--- src/rtl/clk_ctrl.sv ---
// CPU clock generator: divides clk_in by a selectable half-period H and supports
// free-run, halt and single-step, with divisor changes deferred to a falling edge.
module clk_ctrl #(
  parameter int unsigned SYS_HZ = 50000000,
  parameter int unsigned CNT_W  = 5
) (
  input  logic       clk_in,
  input  logic       reset,
  input  logic       run,
  input  logic       step,
  input  logic [1:0] div_sel,
  input  logic       div_load,
  output logic       clk_out,
  output logic       clk_rise,
  output logic       clk_fall,
  output logic       halted,
  output logic       busy
);

  localparam logic [1:0] ST_HALTED  = 2'd0;
  localparam logic [1:0] ST_RUNNING = 2'd1;
  localparam logic [1:0] ST_STEP    = 2'd2;

  localparam logic [CNT_W-1:0] H_RESET = CNT_W'(5);

  // The half-period table assumes a 50 MHz input and needs room for H=25.
  if (SYS_HZ == 0 || CNT_W < 5) begin : g_bad_cfg
    $error("clk_ctrl: SYS_HZ must be nonzero and CNT_W at least 5");
  end

  function automatic logic [CNT_W-1:0] decode_h(input logic [1:0] sel);
    logic [CNT_W-1:0] h;
    h = CNT_W'(5);
    case (sel)
      2'b00:   h = CNT_W'(5);
      2'b01:   h = CNT_W'(10);
      2'b10:   h = CNT_W'(25);
      default: h = CNT_W'(2);
    endcase
    return h;
  endfunction

  logic [1:0]       state_q,   state_d;
  logic [CNT_W-1:0] count_q,   count_d;
  logic [CNT_W-1:0] h_q,       h_d;
  logic [CNT_W-1:0] pend_q,    pend_d;
  logic             clk_out_q, clk_out_d;
  logic             busy_q,    busy_d;
  logic             rise_q;
  logic             fall_q;
  logic             halted_q;

  logic active_c;
  logic terminal_c;
  logic fall_edge_c;

  // Phase boundary: count reaches H-1 while the clock is being generated.
  assign active_c    = (state_q == ST_RUNNING) || (state_q == ST_STEP);
  assign terminal_c  = active_c && (count_q >= (h_q - CNT_W'(1)));
  assign fall_edge_c = terminal_c && clk_out_q;

  always_ff @(posedge clk_in) begin
    if (!reset) begin
      state_q   <= ST_HALTED;
      count_q   <= '0;
      h_q       <= H_RESET;
      pend_q    <= H_RESET;
      clk_out_q <= 1'b0;
      busy_q    <= 1'b0;
      rise_q    <= 1'b0;
      fall_q    <= 1'b0;
      halted_q  <= 1'b1;
    end else begin
      state_q   <= state_d;
      count_q   <= count_d;
      h_q       <= h_d;
      pend_q    <= pend_d;
      clk_out_q <= clk_out_d;
      busy_q    <= busy_d;
      rise_q    <= clk_out_d & ~clk_out_q;
      fall_q    <= ~clk_out_d & clk_out_q;
      halted_q  <= (state_d == ST_HALTED);
    end
  end

  always_comb begin
    state_d   = state_q;
    count_d   = count_q;
    clk_out_d = clk_out_q;
    h_d       = h_q;
    pend_d    = pend_q;
    busy_d    = busy_q;

    case (state_q)
      ST_RUNNING, ST_STEP: begin
        if (terminal_c) begin
          count_d   = '0;
          clk_out_d = ~clk_out_q;
          // Halting only on a falling toggle keeps every high phase whole.
          if (fall_edge_c && ((state_q == ST_STEP) || !run)) begin
            state_d = ST_HALTED;
          end
        end else begin
          count_d = count_q + CNT_W'(1);
        end
      end
      default: begin
        count_d   = '0;
        clk_out_d = 1'b0;
        state_d   = ST_HALTED;
        if (run) begin
          state_d = ST_RUNNING;
        end else if (step) begin
          state_d = ST_STEP;
        end
      end
    endcase

    // A fresh load wins over applying the previous pending value on the same edge.
    if (div_load) begin
      pend_d = decode_h(div_sel);
      busy_d = 1'b1;
    end else if (busy_q && (!active_c || fall_edge_c)) begin
      h_d    = pend_q;
      busy_d = 1'b0;
    end
  end

  assign clk_out  = clk_out_q;
  assign clk_rise = rise_q;
  assign clk_fall = fall_q;
  assign halted   = halted_q;
  assign busy     = busy_q;

endmodule

--- config.mk ---
export PLATFORM = sky130hd
export DESIGN_NAME = clk_ctrl
export DESIGN_NICKNAME = d
export VERILOG_FILES = /design/src/rtl/clk_ctrl.sv
export SDC_FILE = /design/constraint.sdc
export NUM_CORES = 1
export LEC_CHECK = 0
export BUFFER_PORTS_ARGS = -buffer_cell sky130_fd_sc_hd__buf_2
export CAP_MARGIN = 15
export CORE_ASPECT_RATIO = 0.9
export CORE_MARGIN = 2
export CORE_UTILIZATION = 35
export CTS_CLUSTER_SIZE = 25
export DETAILED_ROUTE_END_ITERATION = 16
export SKIP_CTS_REPAIR_TIMING = 1
export SLEW_MARGIN = 25
export SYNTH_ARGS = -nofsm -noshare
export SYNTH_HDL_FRONTEND = slang
export SYNTH_SLANG_ARGS = --single-unit
--- constraint.sdc ---
create_clock -name clk_in -period 4.3 [get_ports clk_in]
set_input_delay 0 -clock clk_in [delete_from_list [all_inputs] [get_ports clk_in]]
set_output_delay 0 -clock clk_in [all_outputs]
set_load 0.005 [all_outputs]
==> results.py, run 1 <==
metrics = {
    "critical_path": {
        "critical-path-top-delay-family": "compound AO/OA/AOI/OAI gates",
        "path_buf_inv": 1,
        "worstPathMaxFanout": 4,
        "timing.critical_path.arrival_ns": 2.86,
        "cp.required_ns": 4.53,
        "crit_path_frequent_cell": "sky130_fd_sc_hd__ha_1",
        "longest_individual_stage_delay_on_the_worst_path_ns": 0.36,
        "cpMaxStageDelayCell": "sky130_fd_sc_hd__dfxtp_1",
        "crit_path_cell_trace": "inv_1 > ha_1 > xnor2_1 > ha_1 > a21oi_1 > o21ai_2 > a31oi_1 > nor2_1 > ha_1 > a311o_1 > a21oi_1 > o21a_1 > nor2_1",
        "critPathKind": "reg -> reg",
        "critical_path.startpoint_type": "flip-flop",
        "worstSetupEndpointType": "flip-flop",
    },
    "synthesis": {
        "synthTopCellsByCount": "sky130_fd_sc_hd__dfxtp_1, sky130_fd_sc_hd__ha_1, sky130_fd_sc_hd__nor2_1",
        "synthDominantAreaCellType": "sky130_fd_sc_hd__dfxtp_1",
        "synthesis.area_um2": 1080,
        "ys.flop_type": "sky130_fd_sc_hd__dfxtp_1",
        "postSynthAreaPerCell_um2": 9.54,
        "synth_seq_area_share_pct": 40.8,
        "synth.most_common_cell": "sky130_fd_sc_hd__dfxtp_1",
        "synthesis.yosys.warnings": 0,
        "synth_edf_count": 0,
        "synth_top_cells_by_area": "sky130_fd_sc_hd__dfxtp_1, sky130_fd_sc_hd__ha_1, sky130_fd_sc_hd__mux2i_1",
        "synthesized_net_count": 134,
        "synth_top_cell_area_share_pct": 40.8,
        "synth_seq_cells": 22,
        "synth-async-reset-ratio_pct": 0,
        "post_synth_num_cell_types": 28,
        "gate_count_post_synth": 113,
    },
    "placement": {
        "dp.final_hpwl_um": 1410,
        "portBuffers": 11,
        "gpl.final_weighted_congestion": 0.810,
    },
    "clock_tree": {
        "max-clock-path-buffers": 2,
        "clock-sinks": 22,
        "clock_root_buffer": "sky130_fd_sc_hd__clkbuf_4",
        "clk_pin_slew_ns": 0.14,
        "clock_latency_at_the_later_pin_of_the_worst_skew_pair_ns": 0.31,
        "numCtsBuffers": 3,
        "count_of_h_tree_levels_built_during_cts": 1,
        "tritoncts": "yes",
    },
    "timing": {
        "fin_worst_skew_ns": 0.0179,
        "final-max-slew-violation-count": 0,
        "grt_setup_unrepaired": "no",
        "finalSetupTns_ns": 0,
        "final-setup-viol-count": 0,
        "max_slew_margin_pct": 76.9,
        "post-route-period-util_pct": 61.2,
        "hold_viol": 0,
        "max_clock_freq_ghz": 0.380,
        "timing_worst_slew_pin_value_ns": 0.347,
        "period_needed_ns": 2.63,
    },
    "grt": {
        "antenna_found_initial": 0,
        "grt_util_all_layers_pct": 10.9,
        "grt_pass1_vias": 743,
        "grt_max_degree": 17,
        "first_pass_grt_wire_length_um": 3110,
        "globalRouteOverflowTotal": 0,
    },
    "finish": {
        "area.growth.synth_to_final_pct": 15.9,
        "utilization_pct": 41.7,
        "multi_input_area_um2": 596,
        "antenna_cells_inserted": 0,
        "nFillCells": 327,
        "seqCellArea_um2": 440,
        "post_layout_nets": 150,
        "drive_gt1_share_pct": 14.1,
    },
    "die": {
        "floorplan.initialDensity_pct": 36.0,
        "floorplan.die.width_um": 62.5,
        "die_height_um": 56.7,
        "boundaryPins": 12,
        "die_area_um2": 3540,
        "coreArea_um2": 3000,
        "rows": 19,
    },
    "route": {
        "route.vias.total": 781,
        "antenna_left": 0,
        "post-route-drc-count": 0,
        "avgViaCountPerCell": 4.59,
        "detailedRoute.firstIterationViolations": 36,
        "totalWireLength_um": 1810,
        "avgRoutedWirePerCell_um": 10.7,
        "detailedRoute.firstPassIterationCount": 4,
    },
    "power": {
        "cellLeakagePower_nw": 0.552,
        "max-vdd-ir-drop_v": 0.000199,
        "power_per_cell_area_nw_per_um2": 344,
    },
    "hold_path": {
        "hold_path_class": "in -> reg",
    },
    "run_status": {
        "outcome": "finished clean",
    },
    "flow_run": {
        "drv.max_cap_violation_count": 0,
    },
}
cells in the final DEF (no fill, tap or decap), drive strengths merged:
cell type    netlist  final
and3               1      1
a311o              1      1
clkbuf             1      3
ha                14     14
o211ai             1      1
nand2              9      9
nor3b              2      2
dlygate4sd3        0      2
nand2b             1      1
bufinv             0      1
xnor2              3      3
buf                1     11
o21ai              5      5
xor2               3      3
nor2              11     11
a31oi              1      1
nor3               1      1
o311a              1      1
a21oi              5      5
o21a               1      1
mux2i              7      7
nand3              3      3
and4               1      1
dfxtp             22     22
a21o               1      1
nor2b              8      8
inv                9      9
report_power, final:
group,internal (mW),switching (mW)
Sequential,0.213,0.00510
Clock,0.0942,0.0647
Combinational,0.0231,0.0291
sequential cells by signal, indices dropped and copies added (netlist names):
signal,cells
busy,1
clk_fall,1
clk_out,1
clk_rise,1
count_q,5
h_q,5
halted,1
pend_q,5
state_q,2
worst reg2reg max path, delay by kind of cell (launching register included):
family	cells	cell delay, ns
XOR/XNOR	1	0.17
flip-flops	1	0.36
buffers and inverters	1	0.08
AND/OR/NAND/NOR	2	0.12
adder cells (fa/ha/maj)	3	0.73
AO/OA/AOI/OAI	6	1.07
path summary, 6_finish.rpt:
kind | start | end | slack, ns | cells after the start
worst max register to register | h_q[0] | halted | 1.67 | 13
worst min-delay path | run | state_q[1] | 0.03 | 3
worst max-delay path | h_q[0] | halted | 1.67 | 13
worst min register to register | clk_out | clk_rise | 0.48 | 1
stage by stage:
stage                     area (µm²)  setup slack, ns  std cells  hold WS (ns)  power (mW)
after floorplan                 1080             1.95        113         0.128       0.259
after CTS                       1230             1.66        168       -0.0420       0.435
after detailed placement        1180             1.70        164         0.300       0.274
final                           1250             1.67        170        0.0328       0.429
after global routing            1250             1.42        170        0.0334       0.450
after global placement          1180             1.75        164         0.299       0.272
cell families (layout without fill, tap and decap cells):
group,Yosys count,after routing,synth area share (%)
fa+ha+maj,14,14,16.2
buf+inv,11,26,3.94
xor+xnor,6,6,4.87
mux,7,7,6.50
flops,22,22,40.8
compound gates,16,16,9.51
simple gates,37,37,18.1
per-layer routing:
metal  part of all wire [%]  track usage [%]  vias up
met5                      0                0        -
met4                      0             1.90        0
met3                    4.6             3.61        0
met2                     45             18.9       15
met1                     51             13.3      354
li1                       -                -      412
layout make-up:
type                       instances  area share, %
inverter                           9           2.70
tap                               42           4.20
multi-input combinational         80           47.6
clock buffer                       3           1.80
sequential                        22           35.2
clock inverter                     1           2.40
timing repair buffer              13           6.01
No activity file was read; power rests on OpenSTA's default activity.
==> inputs of run 2 (changes only) <==
==> constraint.sdc (replaced) <==
create_clock -name clk_in -period 2.4 [get_ports clk_in]
set_input_delay 0 -clock clk_in [delete_from_list [all_inputs] [get_ports clk_in]]
set_output_delay 0 -clock clk_in [all_outputs]
set_load 0.005 [all_outputs]
==> run 2 against run 1 <==
The flow now finishes with violations (negative setup slack). First-iteration DRC count is 14% higher. Clock skew decreased by 0.015 ns. Wire length is 13% higher. Global-route usage increased by 0.50 points. Critical path type unchanged.
==> results.py, run 2 (same netlist as run 1, synthesis figures left out) <==
metrics = {
    "run_status": {
        "outcome": "finished, violations left",
        "violations_in_the_final_reports": "negative setup slack",
    },
    "critical_path": {
        "worst-r2r-cell-count": 13,
        "worstPathMaxFanout": 4,
        "timing.critical_path.arrival_ns": 2.73,
        "critical-path-top-delay-family": "compound AO/OA/AOI/OAI gates",
        "regToRegSetupSlack_ns": -0.12,
        "crit-reg2reg-capture": "halted",
        "crit_path_frequent_cell": "sky130_fd_sc_hd__nor2_1",
        "cpMaxStageDelayCell": "sky130_fd_sc_hd__dfxtp_2",
        "path_buf_inv": 1,
        "critPathKind": "reg -> reg",
        "crit_path_cell_trace": "inv_2 > ha_4 > nand2_1 > xor2_1 > ha_1 > a21o_1 > a31oi_2 > nor2_1 > ha_2 > a311o_1 > a21oi_2 > o21a_1 > nor2_1",
        "critical_path.startpoint_type": "flip-flop",
        "worstSetupEndpointType": "flip-flop",
        "regToRegStartpoint": "h_q[1]",
        "longest_individual_stage_delay_on_the_worst_path_ns": 0.35,
        "cp.required_ns": 2.61,
    },
    "route": {
        "met2_length_um": 1060,
        "totalWireLength_um": 2050,
        "detailedRoute.firstPassIterationCount": 4,
        "antenna_left": 0,
        "post-route-drc-count": 0,
        "avgRoutedWirePerCell_um": 11.5,
        "wl_met1_um": 921,
        "route.vias.total": 823,
        "highest-signal-layer": "met3",
        "detailedRoute.firstIterationViolations": 41,
        "wl_met3_um": 75,
        "avgViaCountPerCell": 4.62,
    },
    "finish": {
        "utilization_pct": 44.6,
        "post_layout_nets": 158,
        "nFillCells": 312,
        "multi_input_area_um2": 633,
        "reg_top3": "count_q x5, h_q x5, pend_q x5",
        "final_common_cell": "sky130_fd_sc_hd__dfxtp_1",
        "drive_gt1_share_pct": 26.5,
        "seqCellArea_um2": 443,
        "final_area_um2": 1340,
        "layout.cells.most_common_list": "sky130_fd_sc_hd__dfxtp_1, sky130_fd_sc_hd__ha_1, sky130_fd_sc_hd__buf_2",
        "area.growth.synth_to_final_pct": 23.8,
        "antenna_cells_inserted": 0,
    },
    "clock_tree": {
        "max-clock-path-buffers": 2,
        "clock-sinks": 22,
        "numCtsBuffers": 3,
        "clock_latency_at_the_later_pin_of_the_worst_skew_pair_ns": 0.30,
        "clock_root_buffer": "sky130_fd_sc_hd__clkbuf_4",
        "count_of_h_tree_levels_built_during_cts": 1,
        "tritoncts": "yes",
        "clk_pin_slew_ns": 0.12,
    },
    "die": {
        "coreArea_um2": 3000,
        "floorplan.initialDensity_pct": 36.0,
        "die_height_um": 56.7,
        "floorplan.die.width_um": 62.5,
        "boundaryPins": 12,
        "rows": 19,
        "die_area_um2": 3540,
    },
    "grt": {
        "grt_pass1_vias": 757,
        "grt_util_all_layers_pct": 11.4,
        "antenna_found_initial": 0,
        "first_pass_grt_wire_length_um": 3190,
        "grt_max_degree": 17,
        "globalRouteOverflowTotal": 0,
    },
    "timing": {
        "max_slew_margin_pct": 82.5,
        "max_clock_freq_ghz": 0.397,
        "setup_ws_ns": -0.122,
        "timing.hold.ws_ns": 0.0276,
        "hold_viol": 0,
        "final-setup-viol-count": 7,
        "final-max-slew-violation-count": 0,
        "post-route-period-util_pct": 105,
        "timing_worst_slew_pin_value_ns": 0.262,
        "fin_worst_skew_ns": 0.00265,
        "period_needed_ns": 2.52,
        "grt_setup_unrepaired": "yes",
    },
    "hold_path": {
        "holdPathEnd": "pend_q[1]",
        "worst_hold_startpoint": "div_load",
        "whs_path_depth": 2,
        "hold_path_class": "in -> reg",
    },
    "power": {
        "power_per_cell_area_nw_per_um2": 529,
        "cellLeakagePower_nw": 0.595,
        "max-vdd-ir-drop_v": 0.000332,
        "design_power_total_uw": 706,
    },
    "placement": {
        "postPlaceCellArea_um2": 1210,
        "dp.final_hpwl_um": 1480,
        "portBuffers": 11,
        "gpl.final_weighted_congestion": 0.772,
    },
    "flow_run": {
        "drv.max_cap_violation_count": 0,
    },
}
-- run 2: cell types whose count changed in the layout (fill, tap and decap cells not counted), sizes merged --
cell         delta
clkbuf          +1
bufinv          -1
buf             +9
dlygate4sd3     -1
-- run 2: metal layers --
layer / vias up / global-route usage, %
met3: 0 / 4.01
met2: 13 / 20.3
li1: 427 / -
met4: 0 / 2.22
met1: 383 / 13.2
met5: - / 0
-- run 2: metrics by stage --
stage | instances | TNS, ns | setup WS [ns]
after global placement | 169 | -0.0576 | -0.0501
final | 178 | -0.452 | -0.122
after CTS | 173 | -0.651 | -0.165
after global routing | 178 | -1.36 | -0.261
after detailed placement | 169 | -0.518 | -0.140
after floorplan | 113 | 0 | 0.0451
-- run 2: power by group --
part | leakage [nW] | total [mW] | internal [mW] | switching [mW]
combinational | 0.395 | 0.114 | 0.0554 | 0.0586
sequential | 0.180 | 0.392 | 0.382 | 0.00973
clock | 0.0210 | 0.201 | 0.0926 | 0.108
total | 0.595 | 0.706 | 0.530 | 0.176
-- run 2: worst max path at each step --
stage / from / to / slack, ns / cells after the start
global route: h_q[1] / h_q[1] / -0.26 / 14
detailed placement: h_q[0] / halted / -0.14 / 13
CTS: h_q[0] / halted / -0.17 / 13
finish: h_q[1] / halted / -0.12 / 13
global placement: h_q[0] / halted / -0.05 / 13
floorplan: h_q[0] / halted / 0.05 / 13
-- run 2: layout make-up --
cell class | instances | area share, %
multi-input cells | 80 | 47.4
flip-flops and latches | 22 | 33.2
repair buffers | 21 | 10.2
well taps | 42 | 3.94
clock buffers | 4 | 2.72
inverters | 9 | 2.53
==> inputs of run 3 (changes only) <==
--- a/config.mk
+++ b/config.mk
@@ -12,6 +12,7 @@
 export CORE_UTILIZATION = 35
 export CTS_CLUSTER_SIZE = 25
 export DETAILED_ROUTE_END_ITERATION = 16
+export SETUP_SLACK_MARGIN = 0.5
 export SKIP_CTS_REPAIR_TIMING = 1
 export SLEW_MARGIN = 25
 export SYNTH_ARGS = -nofsm -noshare
==> run 3 against run 2 <==
The run still ends with negative setup slack left. Clock-buffer cell count stayed put. Clock power hardly changed. Final cell count up 1.7%. Core utilization rose by 1.4 points. Largest cell class unchanged. Largest power group unchanged. Highest routed layer is now met4.
==> results.py, run 3 (same netlist as run 1, synthesis figures left out) <==
metrics = {
    "clock_tree": {
        "clock_root_buffer": "sky130_fd_sc_hd__clkbuf_4",
        "clock-sinks": 22,
        "clk_pin_slew_ns": 0.12,
        "clock_latency_at_the_later_pin_of_the_worst_skew_pair_ns": 0.31,
        "count_of_h_tree_levels_built_during_cts": 1,
        "tritoncts": "yes",
        "numCtsBuffers": 3,
        "max-clock-path-buffers": 2,
    },
    "timing": {
        "period_needed_ns": 2.47,
        "max_slew_margin_pct": 83.2,
        "final-max-slew-violation-count": 0,
        "hold_viol": 0,
        "fin_worst_skew_ns": 0.00657,
        "final-setup-viol-count": 5,
        "finalSetupTns_ns": -0.252,
        "timing_worst_slew_pin_value_ns": 0.252,
        "max_clock_freq_ghz": 0.405,
        "post-route-period-util_pct": 103,
        "grt_setup_unrepaired": "yes",
        "setup_ws_ns": -0.0695,
    },
    "route": {
        "avgRoutedWirePerCell_um": 11.0,
        "antenna_left": 0,
        "route.vias.total": 839,
        "post-route-drc-count": 0,
        "avgViaCountPerCell": 4.64,
        "detailedRoute.firstIterationViolations": 12,
        "totalWireLength_um": 2000,
        "detailedRoute.firstPassIterationCount": 3,
    },
    "critical_path": {
        "worstPathMaxFanout": 3,
        "worstSetupEndpointType": "flip-flop",
        "longest_individual_stage_delay_on_the_worst_path_ns": 0.36,
        "cpMaxStageDelayCell": "sky130_fd_sc_hd__dfxtp_2",
        "critical_path.startpoint_type": "flip-flop",
        "critical-path-top-delay-family": "adder cells",
        "timing.critical_path.arrival_ns": 2.69,
        "crit_path_cell_trace": "inv_2 > ha_4 > xnor2_1 > ha_1 > nand2_1 > o21ai_2 > a31oi_2 > nor2_1 > ha_2 > nor2_4 > nor3b_4 > buf_4 > mux2i_1 > nor2b_1",
        "cp.required_ns": 2.62,
        "path_buf_inv": 2,
        "critPathKind": "reg -> reg",
    },
    "finish": {
        "antenna_cells_inserted": 0,
        "drive_gt1_share_pct": 30.9,
        "layout.cells.most_common_list": "sky130_fd_sc_hd__dfxtp_1, sky130_fd_sc_hd__ha_1, sky130_fd_sc_hd__buf_2, sky130_fd_sc_hd__buf_4, sky130_fd_sc_hd__nor2_1",
        "post_layout_nets": 161,
        "area.growth.synth_to_final_pct": 27.6,
        "final_area_um2": 1380,
        "nFillCells": 314,
        "reg_top3": "count_q x5, h_q x5, pend_q x5",
        "final_common_cell": "sky130_fd_sc_hd__dfxtp_1",
    },
    "grt": {
        "grt_max_degree": 17,
        "antenna_found_initial": 0,
        "first_pass_grt_wire_length_um": 3480,
        "grt_util_all_layers_pct": 12.6,
        "globalRouteOverflowTotal": 0,
        "grt_pass1_vias": 819,
    },
    "die": {
        "boundaryPins": 12,
        "coreArea_um2": 3000,
        "floorplan.die.width_um": 62.5,
        "die_height_um": 56.7,
        "floorplan.initialDensity_pct": 36.0,
        "rows": 19,
        "die_area_um2": 3540,
    },
    "hold_path": {
        "hold_path_class": "in -> reg",
    },
    "placement": {
        "gpl.final_weighted_congestion": 0.750,
        "dp.final_hpwl_um": 1450,
        "portBuffers": 11,
        "postPlaceCellArea_um2": 1240,
    },
    "run_status": {
        "outcome": "finished, violations left",
        "violations_in_the_final_reports": "negative setup slack",
    },
    "power": {
        "cellLeakagePower_nw": 0.614,
        "max-vdd-ir-drop_v": 0.000371,
        "power_per_cell_area_nw_per_um2": 519,
    },
    "flow_run": {
        "drv.max_cap_violation_count": 0,
    },
}
-- run 3: changes by cell type in the layout (fill, tap and decap cells not counted), sizes merged --
| cell | change |
|---|---|
| buf | +2 |
| dlygate4sd3 | +1 |
-- run 3: worst paths after layout --
kind	startpoint	end	slack [ns]	cells after the start
max	h_q[1]	h_q[1]	-0.07	14
min	div_load	pend_q[1]	0.04	2
max reg2reg	h_q[1]	h_q[1]	-0.07	14
min reg2reg	count_q[0]	count_q[0]	0.47	1
-- run 3: power breakdown --
| part | total, mW | switching (mW) | internal [mW] | leakage (nW) |
|---|---|---|---|---|
| Clock | 0.204 | 0.111 | 0.0927 | 0.0210 |
| Combinational | 0.119 | 0.0613 | 0.0574 | 0.414 |
| Sequential | 0.392 | 0.00992 | 0.382 | 0.180 |
-- run 3: per-layer routing --
metal | part of all wire, % | routed length, µm | up-vias | global-route usage (%)
met5 | 0 | 0 | - | 0
met1 | 49 | 974 | 391 | 15.9
met2 | 47 | 933 | 11 | 20.4
met4 | 2.2 | 43 | 0 | 6.67
met3 | 2.4 | 47 | 5 | 2.40
li1 | - | - | 432 | -
-- run 3: stage by stage --
step                instances  utilization [%]  hold WS (ns)  total power [mW]  setup slack [ns]
floorplan                 113                -         0.128             0.469            0.0672
global placement          169             41.5         0.295             0.498           -0.0105
detailed placement        169             41.5         0.311             0.503            -0.112
CTS                       173             42.7       -0.0244             0.709            -0.134
global route              181             45.9        0.0471             0.757            -0.235
finish                    181             45.9        0.0408             0.714           -0.0695
-- run 3: cell type report --
class	instances	area (µm²)	share of cell area (%)
multi-input cells	80	653	47.5
well taps	42	52.6	3.82
clock buffers	4	36.3	2.64
repair buffers	24	158	11.5
inverters	9	33.8	2.45
flip-flops and latches	22	443	32.2
-- run 3: worst reg2reg max path: cells and delay by family, from the launching register on --
kind | cells | cell delay, ns
multiplexers | 1 | 0.18
AND/OR/NAND/NOR | 5 | 0.52
buffers and inverters | 2 | 0.21
AO/OA/AOI/OAI | 2 | 0.28
flip-flops | 1 | 0.36
XOR/XNOR | 1 | 0.12
adder cells (fa/ha/maj) | 3 | 0.69
